==> src/rtl/sau_mul_sequencer.sv <==
// sau_mul_sequencer: digit-serial signed multiplier controller.
// One shift-add unit (sau) supplies sample*1..sample*8. The sequencer walks
// the coefficient magnitude in base-8 digits, MSB first, and accumulates one
// selected multiple per cycle. It applies the coefficient sign when the last
// digit is added.

// sau: combinational shift-add unit; out[k] = x*(k+1) for k = 0..7.
module sau #(
   parameter int WIDTH = 20
) (
   input  logic signed [WIDTH-1:0] x,
   output logic signed [WIDTH+2:0] out [8]
);

   logic signed [WIDTH+2:0] x1, x2, x4, x8;

   // Build every multiple from shifted copies of the sample and one add or subtract each.
   always_comb begin
      x1     = {{3{x[WIDTH-1]}}, x};
      x2     = x1 <<< 1;
      x4     = x1 <<< 2;
      x8     = x1 <<< 3;
      out[0] = x1;
      out[1] = x2;
      out[2] = x2 + x1;
      out[3] = x4;
      out[4] = x4 + x1;
      out[5] = x4 + x2;
      out[6] = x8 - x1;
      out[7] = x8;
   end

endmodule

module sau_mul_sequencer #(
   parameter int WIDTH  = 20,
   parameter int COEF_W = 8
) (
   input  logic                             clk,
   input  logic                             rst_n,
   input  logic                             in_valid,
   output logic                             in_ready,
   input  logic signed [WIDTH-1:0]          in_sample,
   input  logic signed [COEF_W-1:0]         in_coef,
   output logic                             out_valid,
   input  logic                             out_ready,
   output logic signed [WIDTH+COEF_W-1:0]   out_data
);

   localparam int NDIG  = (COEF_W + 2) / 3;
   localparam int OUT_W = WIDTH + COEF_W;
   localparam int ACC_W = OUT_W + 1;
   localparam int CNT_W = (NDIG > 1) ? $clog2(NDIG) : 1;
   localparam int TW    = WIDTH + 3;

   typedef enum logic [1:0] {IDLE, CALC, DONE} state_t;

   state_t                   state, nstate;
   logic signed [WIDTH-1:0]  smp_p0;
   logic [COEF_W-1:0]        mag_p0;
   logic                     neg_p0;
   logic signed [ACC_W-1:0]  acc;
   logic [CNT_W-1:0]         cnt;

   logic signed [TW-1:0]     sau_out [8];
   logic [3*NDIG-1:0]        mag_ext;
   logic [3*NDIG-1:0]        mag_sh;
   logic [2:0]               dig;
   logic [2:0]               sel;
   logic signed [ACC_W-1:0]  term;
   logic signed [ACC_W-1:0]  acc_nxt;
   logic [COEF_W-1:0]        mag_in;

   // The product fits OUT_W even after negation, so dropping the top
   // accumulator bit only removes a copy of the sign.
   function automatic logic signed [OUT_W-1:0] sign_trunc(input logic signed [ACC_W-1:0] v,
                                                          input logic neg);
      logic signed [ACC_W-1:0] r;
      r = neg ? -v : v;
      return r[OUT_W-1:0];
   endfunction

   sau #(.WIDTH(WIDTH)) u_sau (
      .x   (smp_p0),
      .out (sau_out)
   );

   // Digit select and shift-accumulate; a zero digit contributes nothing.
   always_comb begin
      mag_ext = (3*NDIG)'(mag_p0);
      mag_sh  = mag_ext >> (3 * cnt);
      dig     = mag_sh[2:0];
      sel     = dig - 3'd1;
      term    = '0;
      if (dig != 3'd0)
         term = {{(ACC_W-TW){sau_out[sel][TW-1]}}, sau_out[sel]};
      acc_nxt = (acc <<< 3) + term;
      mag_in  = in_coef[COEF_W-1] ? $unsigned(-in_coef) : $unsigned(in_coef);
   end

   assign in_ready  = rst_n && (state == IDLE);
   assign out_valid = (state == DONE);

   // State register.
   always_ff @(posedge clk or negedge rst_n) begin
      if (!rst_n) state <= IDLE;
      else        state <= nstate;
   end

   // Next-state logic.
   always_comb begin
      nstate = state;
      case (state)
         IDLE:    if (in_valid)         nstate = CALC;
         CALC:    if (cnt == '0)        nstate = DONE;
         DONE:    if (out_ready)        nstate = IDLE;
         default:                       nstate = IDLE;
      endcase
   end

   // Operand capture, digit accumulation and result register.
   always_ff @(posedge clk or negedge rst_n) begin
      if (!rst_n) begin
         smp_p0   <= '0;
         mag_p0   <= '0;
         neg_p0   <= 1'b0;
         acc      <= '0;
         cnt      <= '0;
         out_data <= '0;
      end else begin
         case (state)
            IDLE: begin
               if (in_valid) begin
                  smp_p0 <= in_sample;
                  mag_p0 <= mag_in;
                  neg_p0 <= in_coef[COEF_W-1];
                  acc    <= '0;
                  cnt    <= CNT_W'(NDIG - 1);
               end
            end
            CALC: begin
               acc <= acc_nxt;
               if (cnt == '0) out_data <= sign_trunc(acc_nxt, neg_p0);
               else           cnt      <= cnt - 1'b1;
            end
            default: ;
         endcase
      end
   end

endmodule

==> config.mk <==
export PLATFORM = sky130hd
export DESIGN_NAME = sau_mul_sequencer
export DESIGN_NICKNAME = d
export VERILOG_FILES = /design/src/rtl/sau_mul_sequencer.sv
export SDC_FILE = /design/constraint.sdc
export NUM_CORES = 1
export LEC_CHECK = 0
export BUFFER_PORTS_ARGS = -buffer_cell sky130_fd_sc_hd__buf_2
export CAP_MARGIN = 20
export CORE_UTILIZATION = 41
export CTS_CLUSTER_DIAMETER = 40
export DETAILED_ROUTE_END_ITERATION = 10
export HOLD_SLACK_MARGIN = 0.05
export PLACE_DENSITY = 0.55
export SLEW_MARGIN = 20
export SYNTH_ARGS = -nofsm -noshare
export SYNTH_HDL_FRONTEND = slang
export SYNTH_SLANG_ARGS = --single-unit
==> constraint.sdc <==
create_clock -name clk -period 8.26 [get_ports clk]
set_input_delay 1.652 -clock clk [delete_from_list [all_inputs] [get_ports clk]]
set_output_delay 1.652 -clock clk [all_outputs]
set_load 0.005 [all_outputs]
==> out/results.ini <==
[status]
status=finished, violations left
failed_checks=DRC

[die]
rows=54
die_w_um=152
die_area_sq_um=23200
fp.coreArea_sq_um=22000
pin_count=62
dieHeight_um=152
initial_core_util_pct=42.1

[logic_synthesis]
syn_area_sq_um=9280
yosysWarningCount=0
synth-seq-cells=86
synthArstFlopShare_pct=100
synth_top_cell_area_share_pct=23.2
synth_cells=1163
yosysMostFrequentCell=nand2_1
synth_top_cell_by_area=dfrtp_1
synth_nets=1285
synthFlopType=dfrtp_1
seq_area_frac_synth_pct=23.2
syn_avg_cell_area_sq_um=7.98
synth_edf_count=0
yosys.cell_types.count=81
netlist_top_cells_count=nand2_1, o21ai_0, ha_1
synth_area_leaders=dfrtp_1, ha_1, nand2_1

[global_routing]
grt.total_usage_pct=22.4
grt_overflow=0
grt_max_degree=84
grt_pass1_vias=7988
grt_pass1_wl_um=42000
antenna_found_initial=0

[sta]
slew_headroom_pct=29.9
rsz0062_at_grt=no
hold_viol_final=0
post-route-period-util_pct=78.5
final.setup.tns_ns=0
report.final.slew_viol_count=0
fin_skew_ns=0.0105
tightest_slew_ns=1.05
fmax_ghz=0.154
fin_crit_ns=6.48
setup_viol=0

[critical_path]
critPathTopFamily=compound AO/OA/AOI/OAI gates
worstPathArrival_ns=6.71
path_class=reg2reg
path_max_fanout=9
required_ns=8.49
critical_path.max_stage_delay_ns=0.65
setup.worst_path.start_class=register
path_cells=inv_1 > ha_1 > and3b_1 > o21ai_0 > a21boi_0 > o31ai_1 > nand3_1 > a21o_1 > xnor2_1 > mux4_2 > o31ai_1 > ha_1 > a2111oi_4 > o21ai_2 > nand3_1 > nand2_1 > a311oi_1 > and3_4 > nand4_4 > o41ai_2 > xor2_1 > o21ai_1
critPathBufInv=1
end_kind=register
slowest_stage=a311oi_1

[clock_network]
htreeDepth=3
cts_sinks=86
clkTransAtPathRegs_ns=0.07
cts_resized=0
clock_latency_ns=0.36
clockRootBuffer=clkbuf_16
hold_buffers=0
numCtsBuffers=9
post_cts_buffers=0
cts_buffer_depth=2
cts_tree=built

[worst_hold_path]
hp-class=reg2reg

[final_layout]
diodes=0
num-nets-final=1313
area_growth_pct=9.14
drive_above_1_share_pct=11.0

[detailed_routing]
initialDrtViolationCount=667
dr.max_layer_used=met4
dr.pass1.iters=10
drc=3
vias=8569
wl_um=25600
wl_met3_um=891
route.met2.wl_um=11100
ant_nets=0
wl_per_cell_um=17.3
wl_met1_um=13100
vias_per_cell=5.81

[placement]
hpwl_um=19300
place_congestion=0.852
portBuffers=61

[job]
cap_violations=0

## kinds of logic (layout without fill, tap and decap cells)
group	count (synthesis)	count (layout)	share of synthesized area [%]
buffers and inverters	102	135	4.18
adders and majority gates	90	90	12.4
DFF	86	86	23.2
AOI/OAI and AO/OA	409	409	29.7
muxes	20	20	3.56
and+or+nand+nor	365	365	18.3
xor gates and xnor gates	91	91	8.75
## metal layers
metal	GRT usage (%)	vias to the layer above
met2	34.5	202
li1	-	4336
met5	0	-
met3	1.99	23
met1	32.9	4008
met4	7.22	0
## worst register-to-register path, delay by kind of cell, from the launching register on
family                   cells  cell delay [ns]
adder cells (fa/ha/maj)      2             0.66
buffers and inverters        1             0.22
multiplexers                 1             0.46
AO/OA/AOI/OAI               10             3.08
XOR/XNOR                     2             0.33
AND/OR/NAND/NOR              6             1.04
flip-flops                   1             0.55
## flip-flops by register name, summed over array words and instances, names as in the netlist
register	flops
smp_p0	20
mag_p0	8
acc	25
state	2
neg_p0	1
cnt	2
out_data	28
## area by class of cell
class                   count  area, sq um
clock buffers              10          229
clock inverters             6         92.6
well taps                 280          350
fillers                  2223        11900
repair buffers             70          375
multi-input cells         975         6750
inverters                  49          184
flip-flops and latches     86         2150
## per-stage QoR
step           area, sq um  hold slack, ns  worst slack (ns)  utilization (%)  cells
6_report             10100           0.474              1.78             46.0   1476
5_1_grt              10100           0.494              1.28             46.0   1476
4_1_cts              10100           0.482              1.74             46.0   1476
3_5_place_dp          9810           0.465              1.80             44.5   1460
3_3_place_gp          9810           0.457              1.96             44.5   1460
2_1_floorplan         9280           0.473              2.38                -   1163
## final timing paths
check,start,endpoint,slack (ns),depth (start not counted)
hold / removal,out_data[5]$_DFFE_PN0P_,out_data[5]$_DFFE_PN0P_,0.47,2
hold reg to reg,out_data[5]$_DFFE_PN0P_,out_data[5]$_DFFE_PN0P_,0.47,2
min in group asynchronous,rst_n,out_data[21]$_DFFE_PN0P_,1.31,1
max in group asynchronous,rst_n,out_data[9]$_DFFE_PN0P_,5.88,2
setup / recovery,smp_p0[1]$_DFFE_PN0P_,out_data[26]$_DFFE_PN0P_,1.78,22
setup reg to reg,smp_p0[1]$_DFFE_PN0P_,out_data[26]$_DFFE_PN0P_,1.78,22
## layout by cell type, fill, tap and decap left out, drive strengths merged, types with 33 or more instances in the layout
cell	instances
buf	70
inv	51
ha	87
a21oi	87
nand2	168
dfrtp	86
xnor2	58
xor2	33
nor2	68
o21ai	115
Power is not shown: default switching activity piles up to over one toggle a cycle in this logic, so the estimate is an artifact.
